$ cat src/rtl/udi_thr_event_fifo.sv
// udi_thr_event_fifo
//  Consumes retired UDI spectral-density compares. Every retired compare bumps a
//  sample index. Every hit pushes {index, magnitude} into a show-ahead FIFO, which
//  is drained through a valid/ready port. Hits that arrive while the FIFO is full
//  are dropped and counted.
// Ports
//  gclk, greset_n     clock, async active-low reset
//  gscanenable        scan enable, functionally ignored
//  cmp_valid_m/hit_m  retired compare and its result
//  cmp_mag_m          magnitude of the compare
//  clr                synchronous flush of FIFO, index counter and overflow count
//  ev_valid/ev_ready  head-entry handshake; ev_idx/ev_mag carry the head entry
//  level              occupancy, 0..DEPTH
//  ovf_cnt            saturating count of dropped hits
//  irq                registered: level >= IRQ_LEVEL or any overflow
module udi_thr_event_fifo #(
  parameter int DEPTH     = 8,
  parameter int IDX_W     = 16,
  parameter int MAG_W     = 32,
  parameter int IRQ_LEVEL = 4
) (
  input  logic                     gclk,
  input  logic                     greset_n,
  input  logic                     gscanenable,
  input  logic                     cmp_valid_m,
  input  logic                     cmp_hit_m,
  input  logic [MAG_W-1:0]         cmp_mag_m,
  input  logic                     clr,
  output logic                     ev_valid,
  input  logic                     ev_ready,
  output logic [IDX_W-1:0]         ev_idx,
  output logic [MAG_W-1:0]         ev_mag,
  output logic [$clog2(DEPTH):0]   level,
  output logic [7:0]               ovf_cnt,
  output logic                     irq
);
  localparam int PW = $clog2(DEPTH);
  localparam int LW = PW + 1;
  localparam logic [LW-1:0] FULL_LVL = LW'(DEPTH);
  localparam logic [LW-1:0] IRQ_LVL  = LW'(IRQ_LEVEL);

  logic unused_scan;
  assign unused_scan = gscanenable;

  logic [IDX_W-1:0] mem_idx_q [DEPTH];
  logic [MAG_W-1:0] mem_mag_q [DEPTH];

  logic [PW-1:0]    wr_ptr_q, wr_ptr_d, rd_ptr_q, rd_ptr_d;
  logic [LW-1:0]    level_q, level_d;
  logic [IDX_W-1:0] idx_q, idx_d;
  logic [7:0]       ovf_q, ovf_d;
  logic             irq_q, irq_d;
  logic             push, pop, full, wr_en, drop;

  assign ev_valid = (level_q != '0);
  // Head is read from the storage registers; zeroed while empty.
  assign ev_idx   = ev_valid ? mem_idx_q[rd_ptr_q] : '0;
  assign ev_mag   = ev_valid ? mem_mag_q[rd_ptr_q] : '0;
  assign level    = level_q;
  assign ovf_cnt  = ovf_q;
  assign irq      = irq_q;

  always_comb begin
    push     = cmp_valid_m & cmp_hit_m;
    pop      = ev_valid & ev_ready & ~clr;
    full     = (level_q == FULL_LVL);
    // When full, a simultaneous pop frees the slot the push lands in.
    wr_en    = push & (~full | pop) & ~clr;
    drop     = push & full & ~pop & ~clr;
    wr_ptr_d = wr_ptr_q;
    rd_ptr_d = rd_ptr_q;
    level_d  = level_q;
    idx_d    = idx_q;
    ovf_d    = ovf_q;
    if (clr) begin
      wr_ptr_d = '0;
      rd_ptr_d = '0;
      level_d  = '0;
      idx_d    = '0;
      ovf_d    = '0;
    end else begin
      idx_d   = idx_q + IDX_W'(cmp_valid_m);
      level_d = level_q + LW'(wr_en) - LW'(pop);
      if (wr_en) wr_ptr_d = wr_ptr_q + 1'b1;
      if (pop)   rd_ptr_d = rd_ptr_q + 1'b1;
      if (drop && ovf_q != 8'hFF) ovf_d = ovf_q + 8'd1;
    end
    irq_d = (level_d >= IRQ_LVL) | (ovf_d != '0);
  end

  always_ff @(posedge gclk or negedge greset_n) begin
    if (!greset_n) begin
      wr_ptr_q <= '0;
      rd_ptr_q <= '0;
      level_q  <= '0;
      idx_q    <= '0;
      ovf_q    <= '0;
      irq_q    <= 1'b0;
    end else begin
      wr_ptr_q <= wr_ptr_d;
      rd_ptr_q <= rd_ptr_d;
      level_q  <= level_d;
      idx_q    <= idx_d;
      ovf_q    <= ovf_d;
      irq_q    <= irq_d;
    end
  end

  // Storage needs no reset: contents are only visible while level is non-zero.
  always_ff @(posedge gclk) begin
    if (wr_en) begin
      mem_idx_q[wr_ptr_q] <= idx_q;
      mem_mag_q[wr_ptr_q] <= cmp_mag_m;
    end
  end
endmodule
$ cat config.mk
export PLATFORM = sky130hd
export DESIGN_NAME = udi_thr_event_fifo
export DESIGN_NICKNAME = d
export VERILOG_FILES = /design/src/rtl/udi_thr_event_fifo.sv
export SDC_FILE = /design/constraint.sdc
export NUM_CORES = 1
export LEC_CHECK = 0
export ABC_AREA = 1
export CORE_AREA = 2 2 198 297
export CTS_CLUSTER_DIAMETER = 40
export DETAILED_ROUTE_END_ITERATION = 12
export DIE_AREA = 0 0 200 299
export PLACE_DENSITY_LB_ADDON = 0.12
export SLEW_MARGIN = 40
export SYNTH_ARGS = -nofsm -noshare
export SYNTH_HDL_FRONTEND = slang
export SYNTH_SLANG_ARGS = --single-unit
$ cat constraint.sdc
create_clock -name gclk -period 4.5 [get_ports gclk]
set_input_delay 0.9 -clock gclk [delete_from_list [all_inputs] [get_ports gclk]]
set_output_delay 0.9 -clock gclk [all_outputs]
set_load 0.01 [all_outputs]
## Word level (Yosys, flattened, before mapping)

Memory sizes are Yosys's and may differ from the RTL's.
Index checks and enable logic that the tools add are counted.

- Register bits: 35
- Latch bits: 0
- Memory bits (writable): 384
- ROM bits: 0
- Input port bits: 39
- Output and inout port bits: 62
- Logic and storage cells: 47
- Memories: 2

Memories:

| name | words | width | rd ports | clocked after memory_dff | write ports | line | source |
|---|---|---|---|---|---|---|---|
| mem_mag_q | 8 | 32 | 1 | 0 | 1 | 46 | `logic [MAG_W-1:0] mem_mag_q [DEPTH];` |
| mem_idx_q | 8 | 16 | 1 | 0 | 1 | 45 | `logic [IDX_W-1:0] mem_idx_q [DEPTH];` |

- Add/sub/neg operators: 6
- $mul: 0
- Div/mod/pow operators: 0
- $lt $le $gt $ge: 1
- Equality and inequality tests: 2
- Shift-type cells: 0
- Muxes and demuxes: 12
- Bitwise logic cells: 13
- Reduce and logical (&&, ||, !) cells: 5

Operator list:

| operator | number |
|---|---|
| $mux 16 | 2 |
| $mux 32 | 1 |
| $add 16x1->16 | 1 |
| $mux 8 | 2 |
| $mux 3 | 4 |
| $add 8x1->8 const B | 1 |
| $and 1x1->1 | 8 |
| $ne 8x8->1 const B | 1 |
| $reduce_bool 8->1 | 1 |
| $add 3x1->3 const B | 2 |
| $add 4x1->4 | 1 |
| $eq 4x4->1 const B | 1 |
| $ge 4x3->1 const B | 1 |
| $mux 4 | 1 |
| $reduce_bool 2->1 | 2 |
| $reduce_bool 4->1 | 1 |
| $sub 4x1->4 | 1 |
| $not 1->1 | 3 |
| $mux 1 | 2 |
| $or 1x1->1 | 2 |
| $logic_and 1x1->1 | 1 |

## Logic depth before layout (Yosys ltp)

Gate-level depths: netlist (run 1).

- Depth in word-level cells: 11
- Mapped depth: 20
- Depth with buffers taken out: 20

## Worst setup path after synthesis (run 1)

OpenSTA, ideal clock, no wires.

- Path kind: input -> register
- From: in clr
- To: mem mem_idx_q[0][0], enable pin
- Library setup time: 0.454 ns
- Arrival time: 3.670 ns
- Required time: 4.046 ns
- Slack: 0.377 ns
- Cell stages on the path: 7
- Path buffers: 0
- Path through: inv_1 nand3_1 nand3_1 nand3_1 nor2_1 nand2_1 nor2_1

- Word-level cells in the longest chain between the ends: 7

RTL lines:

| item | line | source |
|---|---|---|
| from (decl) | 28 | `input logic clr,` |
| $not 1->1 (*) | 65, 68 |  |
| $and 1x1->1 | 65 | `pop = ev_valid & ev_ready & ~clr;` |
| $or 1x1->1 | 68 | `wr_en = push & (~full \| pop) & ~clr;` |
| $and 1x1->1 | 68 |  |
| $and 1x1->1 (*) | 68 |  |
| $mux 1 (*) | 111 | `if (wr_en) begin` |
| $mux 1 (implied by the code) (*) | 112 | `mem_idx_q[wr_ptr_q] <= idx_q;` |
| to (decl) | 45 |  |

Mark *: on every way between the ends. The rest lies on a longest branch, timed or not.

## Final worst setup path (run 1)

- From: reg rd_ptr_q[1]
- To: out ev_idx[6]

- Word-level cells in the longest chain between the ends: 2

RTL lines:

| item | line | source |
|---|---|---|
| from (decl) | 48 | `logic [PW-1:0] wr_ptr_q, wr_ptr_d, rd_ptr_q, rd_ptr_d;` |
| from (signal assigned) | 101 | `rd_ptr_q <= rd_ptr_d;` |
| $mem_v2 8x16 | - |  |
| $mux 16 | 57 | `assign ev_idx = ev_valid ? mem_idx_q[rd_ptr_q] : '0;` |
| to (decl) | 31 | `output logic [IDX_W-1:0] ev_idx,` |

No other way between the ends.

==> results.yml, run 1 <==
detailed_routing:
  avgViaCountPerCell: 4.74
  wl_per_cell_um: 19.0
  routed_wl_um: 43200
  dr.pass1.iters: 5
  drtIter0Drc: 668
  drc: 0
  vias: 10800
  detail-route-antenna-nets: 0
yosys:
  synth_top_family_by_area: "simple AND/OR/NAND/NOR gates"
  netlist_area_um2: 17000
  synth_area_leader_cell: "edfxtp_1"
  yosys_warnings: 0
  ys_ff_latch: 419
  synth-adder-area-share: 0.00928
  synth-xor-area-share: 0.00103
  yosys.area_share.simple: 0.121
  async_flop_share: 0.0835
  synth_compound_area_frac: 0.102
  synth_ff_type: "edfxtp_1"
  synth_area_leaders: "edfxtp_1 68%, nor2_1 9.2%, dfrtp_1 5.2%"
  syn_inst: 1361
  yosysUniqueCellTypes: 33
  syn_nets: 1412
  yosysSeqAreaShare: 0.731
  synth_area_per_cell_um2: 12.5
  muxShareOfSynthArea: 0
  synth_edf_count: 384
  yosys.area.top_type_share: 0.679
power:
  ir_drop_mv: 0.403
  p_leak_nw: 7.13
  powerDensity_nw_per_um2: 567
cts:
  cts_max_level: 2
  clk-insertion-delay-late_ns: 0.59
  numCtsBuffers: 52
  clk_pin_slew_worst_paths_ns: 0.06
  cts_hold_buf: 0
  clockRootBuffer: "clkbuf_16"
  post_cts_resized: 0
  post-cts-setup-buffer-count: 0
  clock_path_buffers: 3
  cts_tree: "done"
  cts.sinks: 419
timing:
  period_minus_slack_ns: 4.07
  tns_ns: 0
  rsz0062_at_grt: "false"
  fin_crit_sh: 0.905
  fmax_ghz: 0.246
  maxSlewHeadroom: 0.476
  finalSetupViolCount: 0
  slew_violations: 0
  worst_pin_slew_ns: 0.786
  clock_skew_ns: 0.0208
  hold_violations: 0
finish:
  final_util: 0.363
  area_growth_syn_to_layout_pct: 22.6
  layout-drive-gt1-share: 0.0919
  nets: 1510
  n_antenna_cell: 0
  stdcell_area_um2: 20800
floorplan:
  io-pin-count: 101
  die_w_um: 200
  rows: 108
  die_h_um: 299
  coreArea_um2: 57400
  die_area_um2: 59800
  initial_core_util: 0.296
placed_design:
  placed_area_um2: 19000
  io_buffers: 99
  dp_hpwl_um: 22000
  place_congestion: 0.743
critical_path:
  cp-endpoint: "ev_idx[6]"
  slowest_stage: "dfrtp_4"
  path_max_fanout: 65
  r2r_start: "level[2]"
  rr_worst_depth: 19
  critPathArrivalTime_ns: 3.17
  crit_path_max_incr_delay_ns: 0.93
  end_kind: "primary output"
  r2r_slack_ns: 1.63
  crit_required_ns: 3.60
  critical_path_class: "flip-flop to primary output"
  cp-startpoint: "rd_ptr_q[1]"
  reg2reg_to: "irq"
  start_kind: "flip-flop"
  path_common_cell: "nor2_1"
  path_cells: "buf_12 -> o21ai_0 -> o32ai_1 -> nor2_1 -> nor2_1 -> clkdlybuf4s50_1"
hold_path:
  min_path_type: "input pin to asynchronous set/reset pin"
flow_run:
  cap_violations: 0
global_routing:
  overflow: 0
  grt_pass1_vias: 10900
  antenna_found_initial: 0
  grt_max_degree: 143
  grt_pass1_wl_um: 65100
  grt_usage: 0.146
status:
  status: "finished, final reports clean"
==> worst max-delay path: cells and delay by family (launching register included) <==
family | cells | cell delay [ns]
DFF | 1 | 0.93
AOI/OAI and AO/OA | 2 | 0.28
buffers and inverters | 2 | 0.96
and+or+nand+nor | 2 | 0.38
==> synthesized netlist by cell type (all sizes together), types with 6 or more instances <==
master,number
dfrtp,35
nor3,6
buf,40
clkbuf,42
ha,11
edfxtp,384
nand2,70
inv,53
o21ai,159
o32ai,96
nand3,21
a21oi,11
nor2,420
==> final cells by class <==
class	count	area [um^2]
fillers	5534	36600
flip-flops and latches	419	12400
multi-input cells	807	4020
repair buffers	126	1410
clock buffers	61	1360
well taps	770	963
clock inverters	35	460
inverters	53	204
==> how the worst min path moves through the flow <==
stage                     slack [ns]  cells past startpoint               to
after floorplan                 0.54                      0  mem_idx_q[0][0]
after detailed placement        0.59                      2      wr_ptr_q[0]
after global routing            0.32                      1         idx_q[4]
final                           0.29                      1         idx_q[4]
after CTS                       0.29                      1       ovf_cnt[6]
after global placement          0.58                      2      wr_ptr_q[0]
==> flip-flops by register name, summed over array words and instances (netlist names) <==
register and cells:
irq 1, idx_q 16, mem_mag_q 256, wr_ptr_q 3
level 4, rd_ptr_q 3, mem_idx_q 128, ovf_cnt 8
==> layout by cell type (no fill, tap or decap), types with 20 or more instances in the layout <==
cell type and n:
o32ai_1 96, o21ai_0 141, inv_1 51, edfxtp_1 384, nand3_1 20, nor2_1 408
dfrtp_1 32, nand2_1 65, clkbuf_16 53, clkdlybuf4s50_1 98
==> cells by family after synthesis <==
| family | Yosys count |
|---|---|
| adders and majority gates | 12 |
| buffers and inverters | 135 |
| DFF | 419 |
| AOI/OAI and AO/OA | 272 |
| xor gates and xnor gates | 2 |
| and+or+nand+nor | 521 |
==> metrics by stage <==
| step | setup slack [ns] | instances | hold WS, ns | power (mW) |
|---|---|---|---|---|
| after floorplan | 0.377 | 1361 | 0.543 | 6.23 |
| after global placement | 0.806 | 2175 | 0.580 | 7.62 |
| after detailed placement | 0.840 | 2175 | 0.586 | 7.63 |
| after CTS | 0.361 | 2271 | 0.290 | 12.0 |
| after global routing | 0.194 | 2271 | 0.316 | 12.4 |
| final | 0.429 | 2271 | 0.294 | 11.8 |
==> layer usage <==
layer  vias up  GRT usage  wire length (um)
met2       206      0.251             21500
li1       5116          -                 -
met4         0     0.0439              1030
met1      5381      0.187             18800
met5         -          0                 0
met3        66     0.0267              1960
==> where the power goes <==
| part | internal [mW] | switching, mW |
|---|---|---|
| sequential | 4.31 | 0.0802 |
| combinational | 1.27 | 1.81 |
| clock | 2.65 | 1.69 |
| total | 8.23 | 3.58 |
Note: power is estimated with default switching activity, not from simulation.
==> run 2, diff against run 1 <==
GPL_TIMING_DRIVEN = 0   (was unset)
TNS_END_PERCENT = 50   (was unset)
==> results.yml, run 2 (synthesis results as in run 1) <==
cts:
  clock_path_buffers: 3
  numCtsBuffers: 54
  clk-insertion-delay-late_ns: 0.60
  cts.sinks: 419
  post_cts_resized: 0
  cts_hold_buf: 0
  clockRootBuffer: "clkbuf_16"
  cts_max_level: 2
  cts_tree: "done"
  post-cts-setup-buffer-count: 0
  clk_pin_slew_worst_paths_ns: 0.06
critical_path:
  crit_path_max_incr_delay_ns: 0.62
  critPathArrivalTime_ns: 3.23
  cp-startpoint: "rd_ptr_q[0]"
  critical_path_class: "flip-flop to primary output"
  start_kind: "flip-flop"
  r2r_slack_ns: 1.35
  end_kind: "primary output"
  slowest_stage: "clkdlybuf4s50_1"
  cp-endpoint: "ev_mag[1]"
  reg2reg_to: "mem_idx_q[5][12]"
  cp.depth: 7
  r2r_start: "level[2]"
  path_cells: "buf_4 -> clkbuf_1 -> o21ai_0 -> o32ai_1 -> nor2_1 -> nor2_1 -> clkdlybuf4s50_1"
  path_max_fanout: 10
  cp_top_family: "buffers and inverters"
  critical_path_buf_inv_count: 3
  crit_required_ns: 3.60
  path_common_cell: "nor2_1"
  rr_worst_depth: 12
detailed_routing:
  wl_per_cell_um: 21.1
  routed_wl_um: 49700
  drtIter0Drc: 592
  vias: 11300
  avgViaCountPerCell: 4.78
  detail-route-antenna-nets: 0
  dr.pass1.iters: 5
  drc: 0
finish:
  top_regs: "mem_mag_q: 256 flops, mem_idx_q: 128 flops, idx_q: 16 flops"
  final_util: 0.374
  nets: 1595
  layout-drive-gt1-share: 0.115
  largest-register: "mem_mag_q"
  stdcell_area_um2: 21500
  final_common_cell: "nor2_1"
  area_growth_syn_to_layout_pct: 26.6
  mostFrequentLayoutCells: "408 x nor2_1, 384 x edfxtp_1, 141 x o21ai_0"
  largest_reg_flops: 256
  n_antenna_cell: 0
  instances_no_fill: 2358
placed_design:
  dp_hpwl_um: 33800
  dp_slack_ns: 0.682
  placed_area_um2: 19600
  io_buffers: 99
  placed_cells: 2258
  place_congestion: 0.760
floorplan:
  die_h_um: 299
  coreArea_um2: 57400
  io-pin-count: 101
  die_w_um: 200
  die_area_um2: 59800
  rows: 108
  initial_core_util: 0.296
global_routing:
  use_met3: 0.0284
  grt_pass1_vias: 11600
  antenna_found_initial: 0
  top_usage_layer: "met2"
  grt_pass1_wl_um: 73900
  grt_usage: 0.169
  grtUsageMet1: 0.210
  overflow: 0
  met2_usage: 0.296
  grt_max_degree: 36
timing:
  finalSetupViolCount: 0
  fin_crit_sh: 0.917
  period_minus_slack_ns: 4.13
  maxSlewHeadroom: 0.465
  clock_skew_ns: 0.0135
  worst_pin_slew_ns: 0.802
  slew_violations: 0
  rsz0062_at_grt: "false"
  hold_violations: 0
  tns_ns: 0
  hold_slack_ns: 0.249
  fin_ws_ns: 0.372
  fmax_ghz: 0.242
hold_path:
  min_path_type: "input pin to asynchronous set/reset pin"
power:
  ir_drop_mv: 0.397
  power_mw: 12.3
  p_leak_nw: 7.47
  powerDensity_nw_per_um2: 571
flow_run:
  cap_violations: 0
status:
  status: "finished, final reports clean"
## run 2: layout make-up
| class | count | area (um^2) |
|---|---|---|
| buffer | 82 | 418 |
| clock buffer | 61 | 1420 |
| clock inverter | 39 | 459 |
| fill | 5494 | 35900 |
| inverter | 53 | 199 |
| multi-input combinational | 807 | 4020 |
| sequential | 419 | 12400 |
| tap | 770 | 963 |
| timing repair buffer | 127 | 1610 |
## run 2: how the worst min path moves through the flow
stage,cells after the start,start,slack [ns],to
2_1_floorplan,0,idx_q[0],0.54,mem_idx_q[0][0]
3_3_place_gp,2,wr_ptr_q[0],0.57,wr_ptr_q[0]
3_5_place_dp,2,wr_ptr_q[2],0.59,wr_ptr_q[2]
4_1_cts,2,greset_n,0.24,idx_q[13]
5_1_grt,2,greset_n,0.24,idx_q[13]
6_report,2,greset_n,0.25,idx_q[13]
## run 2: per-layer routing
| layer | routed length, um | vias up |
|---|---|---|
| met2 | 25300 | 234 |
| met5 | 0 | - |
| li1 | - | 5303 |
| met3 | 1810 | 92 |
| met1 | 21100 | 5633 |
| met4 | 1440 | 0 |
## run 2: power breakdown
| part | total [mW] | internal (mW) | switching (mW) |
|---|---|---|---|
| clock | 4.45 | 2.67 | 1.78 |
| sequential | 4.35 | 4.31 | 0.0404 |
| combinational | 3.49 | 1.33 | 2.16 |
==> run 3, diff against run 2 <==
CAP_MARGIN = 20   (was unset)
clock period = 4.55 ns   (was 4.5 ns; I/O delays follow)
==> results of run 3 <==
Same layout as run 2 (identical final DEF). Status: finished, final reports clean.
Main changes from that run: setup slack after placement 0.682 ns -> 0.722 ns; setup slack after layout 0.372 ns -> 0.412 ns; hold slack 0.249 ns -> 0.259 ns; register-to-register setup slack 1.35 ns -> 1.40 ns; total power 12.3 mW -> 12.2 mW; worst IR drop on VDD 0.397 mV -> 0.393 mV
